### src/rtl/ap_ctrl_stats_monitor.sv
// Per-channel ap_ctrl_hs / ap_ctrl_chain handshake monitor: transaction/latency/busy statistics,
// hang watchdog, freeze-on-finish and a registered read port.
module ap_ctrl_stats_monitor #(
    parameter int unsigned NUM_CH  = 4,
    parameter int unsigned CNT_W   = 32,
    parameter int unsigned TIMEOUT = 1024
) (
    input  logic              clk_i,
    input  logic              rst_ni,
    input  logic              finish_i,
    input  logic [NUM_CH-1:0] ap_start_i,
    input  logic [NUM_CH-1:0] ap_ready_i,
    input  logic [NUM_CH-1:0] ap_done_i,
    input  logic [NUM_CH-1:0] ap_continue_i,
    input  logic              rd_en_i,
    input  logic [3:0]        rd_ch_i,
    input  logic [2:0]        rd_field_i,
    output logic [CNT_W-1:0]  rd_data_o,
    output logic              rd_valid_o,
    output logic [NUM_CH-1:0] hang_o,
    output logic              all_idle_o
);

    typedef enum logic [1:0] {
        StIdle = 2'd0,
        StBusy = 2'd1,
        StHold = 2'd2
    } state_e;

    localparam logic [CNT_W-1:0] CntOne     = CNT_W'(1);
    localparam logic [CNT_W-1:0] CntMax     = '1;
    localparam logic [CNT_W-1:0] TimeoutCnt = CNT_W'(TIMEOUT);

    function automatic logic [CNT_W-1:0] sat_inc(input logic [CNT_W-1:0] v);
        return (v == CntMax) ? v : v + CntOne;
    endfunction

    state_e           state_q    [NUM_CH];
    state_e           state_d    [NUM_CH];
    logic [CNT_W-1:0] lat_ctr_q  [NUM_CH];
    logic [CNT_W-1:0] lat_ctr_d  [NUM_CH];
    logic [CNT_W-1:0] txn_cnt_q  [NUM_CH];
    logic [CNT_W-1:0] txn_cnt_d  [NUM_CH];
    logic [CNT_W-1:0] last_lat_q [NUM_CH];
    logic [CNT_W-1:0] last_lat_d [NUM_CH];
    logic [CNT_W-1:0] min_lat_q  [NUM_CH];
    logic [CNT_W-1:0] min_lat_d  [NUM_CH];
    logic [CNT_W-1:0] max_lat_q  [NUM_CH];
    logic [CNT_W-1:0] max_lat_d  [NUM_CH];
    logic [CNT_W-1:0] busy_cyc_q [NUM_CH];
    logic [CNT_W-1:0] busy_cyc_d [NUM_CH];
    logic [CNT_W-1:0] ready_q    [NUM_CH];
    logic [CNT_W-1:0] ready_d    [NUM_CH];
    logic             rec        [NUM_CH];
    logic [CNT_W-1:0] rec_lat    [NUM_CH];
    logic [NUM_CH-1:0] hang_q, hang_d;

    logic             freeze_q;
    logic             frozen;
    logic [CNT_W-1:0] rd_sel;
    logic [CNT_W-1:0] rd_data_q;
    logic             rd_valid_q;

    // The first finish cycle already freezes; freeze_q keeps it frozen afterwards.
    assign frozen = finish_i | freeze_q;

    always_comb begin
        for (int c = 0; c < NUM_CH; c++) begin
            state_d[c]    = state_q[c];
            lat_ctr_d[c]  = lat_ctr_q[c];
            txn_cnt_d[c]  = txn_cnt_q[c];
            last_lat_d[c] = last_lat_q[c];
            min_lat_d[c]  = min_lat_q[c];
            max_lat_d[c]  = max_lat_q[c];
            busy_cyc_d[c] = busy_cyc_q[c];
            ready_d[c]    = ready_q[c];
            hang_d[c]     = hang_q[c];
            rec[c]        = 1'b0;
            rec_lat[c]    = '0;

            unique case (state_q[c])
                StIdle: begin
                    if (ap_start_i[c]) begin
                        lat_ctr_d[c] = '0;
                        if (ap_done_i[c]) begin
                            // Zero-latency transaction: never passes through BUSY.
                            rec[c]     = 1'b1;
                            rec_lat[c] = '0;
                            if (ap_continue_i[c]) begin
                                txn_cnt_d[c] = sat_inc(txn_cnt_q[c]);
                            end else begin
                                state_d[c] = StHold;
                            end
                        end else begin
                            state_d[c] = StBusy;
                        end
                    end
                end
                StBusy: begin
                    lat_ctr_d[c] = sat_inc(lat_ctr_q[c]);
                    if (lat_ctr_d[c] == TimeoutCnt) begin
                        hang_d[c] = 1'b1;
                    end
                    if (ap_done_i[c]) begin
                        rec[c]     = 1'b1;
                        rec_lat[c] = lat_ctr_d[c];
                        if (ap_continue_i[c]) begin
                            txn_cnt_d[c] = sat_inc(txn_cnt_q[c]);
                            state_d[c]   = StIdle;
                        end else begin
                            state_d[c] = StHold;
                        end
                    end
                end
                StHold: begin
                    if (ap_continue_i[c]) begin
                        txn_cnt_d[c] = sat_inc(txn_cnt_q[c]);
                        state_d[c]   = StIdle;
                    end
                end
                default: state_d[c] = StIdle;
            endcase

            if (rec[c]) begin
                last_lat_d[c] = rec_lat[c];
                if (rec_lat[c] < min_lat_q[c]) begin
                    min_lat_d[c] = rec_lat[c];
                end
                if (rec_lat[c] > max_lat_q[c]) begin
                    max_lat_d[c] = rec_lat[c];
                end
            end
            if (state_q[c] != StIdle) begin
                busy_cyc_d[c] = sat_inc(busy_cyc_q[c]);
            end
            if (ap_start_i[c] && ap_ready_i[c]) begin
                ready_d[c] = sat_inc(ready_q[c]);
            end
        end
    end

    always_comb begin
        rd_sel = '0;
        for (int c = 0; c < NUM_CH; c++) begin
            if (rd_ch_i == 4'(c)) begin
                case (rd_field_i)
                    3'd0: rd_sel = txn_cnt_q[c];
                    3'd1: rd_sel = last_lat_q[c];
                    3'd2: rd_sel = min_lat_q[c];
                    3'd3: rd_sel = max_lat_q[c];
                    3'd4: rd_sel = busy_cyc_q[c];
                    3'd5: rd_sel = ready_q[c];
                    3'd6: begin
                        rd_sel[1:0] = state_q[c];
                        rd_sel[2]   = hang_q[c];
                    end
                    default: rd_sel = '0;
                endcase
            end
        end
    end

    always_ff @(posedge clk_i) begin
        if (!rst_ni) begin
            for (int c = 0; c < NUM_CH; c++) begin
                state_q[c]    <= StIdle;
                lat_ctr_q[c]  <= '0;
                txn_cnt_q[c]  <= '0;
                last_lat_q[c] <= '0;
                min_lat_q[c]  <= CntMax;
                max_lat_q[c]  <= '0;
                busy_cyc_q[c] <= '0;
                ready_q[c]    <= '0;
            end
            hang_q     <= '0;
            freeze_q   <= 1'b0;
            rd_data_q  <= '0;
            rd_valid_q <= 1'b0;
        end else begin
            if (finish_i) begin
                freeze_q <= 1'b1;
            end
            if (!frozen) begin
                for (int c = 0; c < NUM_CH; c++) begin
                    state_q[c]    <= state_d[c];
                    lat_ctr_q[c]  <= lat_ctr_d[c];
                    txn_cnt_q[c]  <= txn_cnt_d[c];
                    last_lat_q[c] <= last_lat_d[c];
                    min_lat_q[c]  <= min_lat_d[c];
                    max_lat_q[c]  <= max_lat_d[c];
                    busy_cyc_q[c] <= busy_cyc_d[c];
                    ready_q[c]    <= ready_d[c];
                end
                hang_q <= hang_d;
            end
            rd_valid_q <= rd_en_i;
            if (rd_en_i) begin
                rd_data_q <= rd_sel;
            end
        end
    end

    always_comb begin
        all_idle_o = 1'b1;
        for (int c = 0; c < NUM_CH; c++) begin
            if (state_q[c] != StIdle) begin
                all_idle_o = 1'b0;
            end
        end
    end

    assign rd_data_o  = rd_data_q;
    assign rd_valid_o = rd_valid_q;
    assign hang_o     = hang_q;

endmodule

### config.mk
export PLATFORM = sky130hd
export DESIGN_NAME = ap_ctrl_stats_monitor
export DESIGN_NICKNAME = d
export VERILOG_FILES = /design/src/rtl/ap_ctrl_stats_monitor.sv
export SDC_FILE = /design/constraint.sdc
export NUM_CORES = 2
export LEC_CHECK = 0
export ABC_AREA = 1
export BUFFER_PORTS_ARGS = -buffer_cell sky130_fd_sc_hd__clkbuf_2
export CELL_PAD_IN_SITES_DETAIL_PLACEMENT = 1
export CELL_PAD_IN_SITES_GLOBAL_PLACEMENT = 2
export CORE_ASPECT_RATIO = 1.25
export CORE_UTILIZATION = 40
export CTS_CLUSTER_SIZE = 8
export DETAILED_ROUTE_END_ITERATION = 8
export PLACE_DENSITY = 0.81
export SLEW_MARGIN = 20
export SYNTH_ARGS = -nofsm -noshare
export SYNTH_HDL_FRONTEND = slang
export SYNTH_SLANG_ARGS = --single-unit
### constraint.sdc
create_clock -name clk_i -period 5.6 [get_ports clk_i]
set_clock_uncertainty 0.1 [all_clocks]
set_input_delay 0 -clock clk_i [delete_from_list [all_inputs] [get_ports clk_i]]
set_output_delay 0 -clock clk_i [all_outputs]
set_load 0.005 [all_outputs]
* Word-level counts from Yosys, hierarchy flattened
Memory sizes are Yosys's and may differ from the RTL's. Cells that the tools add are included.
Storage, ports and cells: memories 8, bits in writable memories 904, word-level logic and storage cells 296, input bits 27, flip-flop bits (word level) 38, output and inout port bits 38
Memories:
- busy_cyc_q | depth 4, width 32, read ports 4, clocked after Yosys merged registers in 0, write ports 4, RTL line 50 | logic [CNT_W-1:0] busy_cyc_q [NUM_CH];
- last_lat_q | depth 4, width 32, read ports 4, clocked after Yosys merged registers in 0, write ports 4, RTL line 44 | logic [CNT_W-1:0] last_lat_q [NUM_CH];
- lat_ctr_q | depth 4, width 32, read ports 4, clocked after Yosys merged registers in 0, write ports 4, RTL line 40 | logic [CNT_W-1:0] lat_ctr_q [NUM_CH];
- max_lat_q | depth 4, width 32, read ports 4, clocked after Yosys merged registers in 0, write ports 4, RTL line 48 | logic [CNT_W-1:0] max_lat_q [NUM_CH];
- min_lat_q | depth 4, width 32, read ports 4, clocked after Yosys merged registers in 0, write ports 4, RTL line 46 | logic [CNT_W-1:0] min_lat_q [NUM_CH];
- ready_q | depth 4, width 32, read ports 4, clocked after Yosys merged registers in 0, write ports 4, RTL line 52 | logic [CNT_W-1:0] ready_q [NUM_CH];
- +2 memories
Cells by class: magnitude comparators 8, add/sub/neg operators 16, reduce and logical (&&, ||, !) cells 18, equal/unequal tests 37, mux-type cells 168, bitwise logic cells 34
Operators with widths (count):
- 32-bit 2-to-1 mux | 100
- 29-bit one-hot mux with 7 select lines | 3
- 32-bit by 1-bit adder with 32-bit output, second input constant | 16
- 32-bit equality test, second input constant | 16
- 32-bit one-hot mux with 3 select lines | 4
- 32-bit one-hot mux with 2 select lines | 4
- 29-bit one-hot mux with 6 select lines | 1
- 32-bit by 11-bit equality test with 1-bit output, second input constant | 4
- 32-bit greater-than comparator | 4
- 32-bit < comparator | 4
- 3-bit one-hot mux with 7 select lines | 4
- 2-bit 2-to-1 mux | 28
- 1-bit OR | 33
- 2-bit one-hot mux with 3 select lines | 4
- 1-bit 2-to-1 mux | 16
- 3-bit AND reduction | 4
- 3-bit equality test, second input constant | 3
- 2-bit by 1-bit equality test with 1-bit output, second input constant | 4
- 2-bit equality test, second input constant | 4
- 4-bit by 2-bit equality test with 1-bit output, second input constant | 2
- 2-bit zero test | 4
- 1-bit one-hot mux with 2 select lines | 4
- 2-bit nonzero test | 4
- 3-bit by 2-bit equality test with 1-bit output, second input constant | 2
- 6 further kinds | 9

* Longest topological paths before layout
depth after elaboration 9, mapped depth 23, gate-level depth less buffers 22

* Worst setup path after synthesis
OpenSTA, ideal clock, no wires.
path kind reg-to-reg, start point mem lat_ctr_q[3][0], end point mem min_lat_q[3][0], enable pin, required time 5068 ps, data arrival time 4548 ps, path slack 520 ps, setup time 432 ps, period minus slack after synthesis 5080 ps, cell stages (with the launch flop) 21, buffers on the path 1, cells stage by stage edfxtp_1 > ha_1 > inv_1 > nor2_2 > nand2_1 > nor2_2 > nand2_1 > buf_2 > inv_1 > or2_2 > nand2_1 > inv_1 > ha_1 > a21oi_1 > o21ai_0 > nand4_1 > a21oi_1 > or4_1 > a21oi_1 > nand2_1 > a21oi_1
RTL lines (RTL line):
- start: declaration | 40
- end: declaration | 46

==> flow_summary_export.csv <==
group,metric,value,unit
yosys,synthMuxAreaShare,0.0172,%
setup_path,r2r-end,"max_lat_q[0][6]",
sta,final_max_slew_viol_count,0,
cts,cts.sinks,942,
global_route,antenna_found_initial,8,
cts,post_cts_buffers,0,
final_layout,n_fill_cell,17100,
yosys,synthArstFlopShare,0,%
hold_path,hold_end,"state_q[3][0]",
floorplanning,die_h,429,microns
setup_path,arrival,5.23,ns
detailed_routing,ant_nets,0,
setup_path,cp_max_fo,18,
yosys,syn_nets,7297,
power_and_ir_drop,powerDensity,292,mW/mm^2
setup_path,crit_path_end_kind,"flop",
yosys,synth_common_cells,"1303 x nand2_1, 1121 x inv_1, 904 x edfxtp_1, 881 x nor2_1, 458 x a21oi_1",
cts,cts_resized,0,
yosys,ys_warn_count,0,
yosys,yosysSeqAreaShare,47.8,%
setup_path,cp_top_family,"simple AND/OR/NAND/NOR gates",
place,port_buffers,64,
final_layout,drive_above_1_share,6.99,%
hold_path,min_from,"ap_done_i[3]",
yosys,yosysTopAreaCellShare,46.5,%
floorplanning,dieArea,0.147,sq mm
run_status,status,"finished clean",
yosys,ys_types,68,
final_layout,area.growth.synth_to_final,12.4,%
yosys,synth_edf_count,904,
cts,root_buffer,"clkbuf_16",
final_layout,fin_cells,9067,
yosys,synth_ff_type,"edfxtp_1",
place,place_inst,8832,
yosys,synth_compound_area_share,12.8,%
setup_path,cpPeakStageDelay,0.55,ns
detailed_routing,drt-wirelength-per-cell,25.1,microns
yosys,synth_area_leaders,"edfxtp_1 47%, nand2_1 8.4%, inv_1 7.2%, ha_1 5.9%, nor2_1 5.7%",
setup_path,crit_buf_inv,2,
sta,setup_viol,0,
detailed_routing,first_pass_iters,5,
yosys,synthXorXnorAreaFrac,1.85,%
floorplanning,die_w,344,microns
floorplanning,std_cell_rows,156,
cts,cts_tree,"done",
detailed_routing,wl,228000,microns
cts,cts_hold_buf,25,
detailed_routing,drc,0,
job,maxCapViolCount,0,
cts,clk_pin_slew,0.05,ns
floorplanning,coreArea,0.145,sq mm
hold_path,holdPathStages,3,
floorplanning,io_pins,65,
sta,period_minus_slack,4.87,ns
detailed_routing,first_iter_violations,3581,
yosys,synth_top_family_by_area,"simple AND/OR/NAND/NOR gates",
sta,min_period_over_period,87.0,%
global_route,grt_usage,30.6,%
sta,worst_pin_slew,1.36,ns
setup_path,crit_path_frequent_cell,"nand2_1",
yosys,ys_ff_latch,942,
final_layout,final_nets,7409,
yosys,syn_inst,6993,
place,gp_congestion,0.948,
yosys,post-synth-top-count-cell,"nand2_1",
cts,clk_latency,0.79,ns
global_route,gr-total-overflow,0,
cts,max-clock-path-buffers,3,
detailed_routing,vias_per_cell,5.69,
setup_path,crit_type,"flop to flop",
yosys,netlist_area,0.0583,sq mm
global_route,grt_max_degree,146,
yosys,avgSynthCellArea,8.34,sq um
yosys,yosys.area_share.adder,5.94,%
cts,cts_made_buffers,136,
setup_path,r2r-start,"lat_ctr_q[0][0]",
setup_path,worstPathRequired,5.95,ns
setup_path,cp_cell_sequence,"ha_1 -> nand2_1 -> nor2_2 -> nand2_2 -> nor2_2 -> nand2_2 -> inv_1 -> a21oi_1 -> nor2_1 -> ha_1 -> nand2_1 -> nor2_1 -> nand4_1 -> nor4_1 -> o21ai_0 -> o2111ai_1 -> nand2_1 -> a21oi_4 -> buf_4",
place,hpwl,172000,microns
setup_path,r2r_slack,0.73,ns
sta,hold_viol,0,
sta,finalSetupTns,0,ns
yosys,yosysTopAreaCell,"edfxtp_1",
setup_path,cpMaxStageDelayCell,"inv_1",
hold_path,hp-class,"primary input to flop",
power_and_ir_drop,peakVddDrop,343,uV
sta,fmax,205,MHz
cts,htree_levels,4,
power_and_ir_drop,p_leak,26.1,nW
global_route,grt_first_pass_wirelength,337000,microns
global_route,grt_pass1_vias,53800,
sta,rsz0062_at_grt,"no",
detailed_routing,via_count,51600,
yosys,synth-simple-area-share,22.8,%
setup_path,critPathLaunchType,"flop",
floorplanning,start_util,40.3,%
sta,slew_headroom,9.20,%
setup_path,r2r_cells,19,
[flip-flops by register name, summed over array words and instances (netlist names)]
name,cells
freeze_q,1
busy_cyc_q,128
hang_o,4
last_lat_q,128
lat_ctr_q,128
txn_cnt_q,128
ready_q,128
rd_valid_o,1
rd_data_o,32
min_lat_q,128
state_q,8
max_lat_q,128
[how the worst max path moves through the flow]
stage | cells past startpoint | end | startpoint
after floorplan | 20 | min_lat_q[3][0] | lat_ctr_q[3][0]
after global placement | 21 | max_lat_q[1][30] | lat_ctr_q[1][0]
after detailed placement | 19 | min_lat_q[2][3] | lat_ctr_q[2][0]
after CTS | 19 | min_lat_q[2][1] | lat_ctr_q[2][0]
after global routing | 19 | max_lat_q[0][5] | lat_ctr_q[0][0]
final | 19 | max_lat_q[0][6] | lat_ctr_q[0][0]
[kinds of logic after synthesis]
kind of cell / after synthesis
compound gates: 1277
buf+inv: 1349
flops: 942
simple gates: 3024
fa+ha+maj: 277
mux: 1
xor+xnor: 123
[cells in the final DEF (no fill, tap or decap), types with 114 or more instances in the layout]
cell type / instances
a21oi_1: 449
clkbuf_16: 138
nand4_1: 114
edfxtp_1: 904
nor3_1: 269
nor2_1: 872
inv_1: 1117
o22ai_1: 160
nand2_1: 1301
o21ai_0: 338
ha_1: 277
nand3_1: 181
[power by group]
part | internal (W) | switching, W
Sequential | 0.00840 | 0.000461
Combinational | 0.000653 | 0.00187
Clock | 0.00448 | 0.00327
Total | 0.0135 | 0.00561
[layer usage]
| layer | track usage [%] | part of all wire [%] | wire length, microns | vias up |
|---|---|---|---|---|
| met1 | 37.6 | 41 | 93500 | 25800 |
| met3 | 4.55 | 5.1 | 11600 | 430 |
| li1 | - | - | - | 24100 |
| met2 | 51.3 | 48 | 110000 | 1261 |
| met5 | 0 | 0.0057 | 13 | - |
| met4 | 16.5 | 5.7 | 12900 | 2 |
[metrics by stage]
step                power (W)  cell area (sq um)  setup slack [ns]  hold slack [ns]  utilization [%]
global placement       0.0114              61300             0.997            0.286             42.4
CTS                    0.0192              65400             0.814           0.0413             45.2
global route           0.0197              65600             0.412           0.0984             45.3
finish                 0.0191              65600             0.728           0.0833             45.3
detailed placement     0.0115              61400             0.841            0.286             42.5
floorplan              0.0103              58300             0.520           0.0850                -
[final cells by class]
type / instances / area, sq um / share of cell area, %
Antenna cell: 1 / 2.50 / 0.00382
Clock buffer: 192 / 3660 / 5.58
Clock inverter: 11 / 114 / 0.174
Inverter: 1141 / 4290 / 6.55
Multi-Input combinational cell: 4702 / 25700 / 39.2
Sequential cell: 942 / 27900 / 42.6
Tap cell: 1896 / 2370 / 3.62
Timing Repair Buffer: 182 / 1530 / 2.34
[worst min-delay path: stages]
cell and delay [ns]:
dlygate4sd3_1 0.53, clkbuf_2 0.19, nor2_1 0.12
Power figures use the tool's default switching activity.
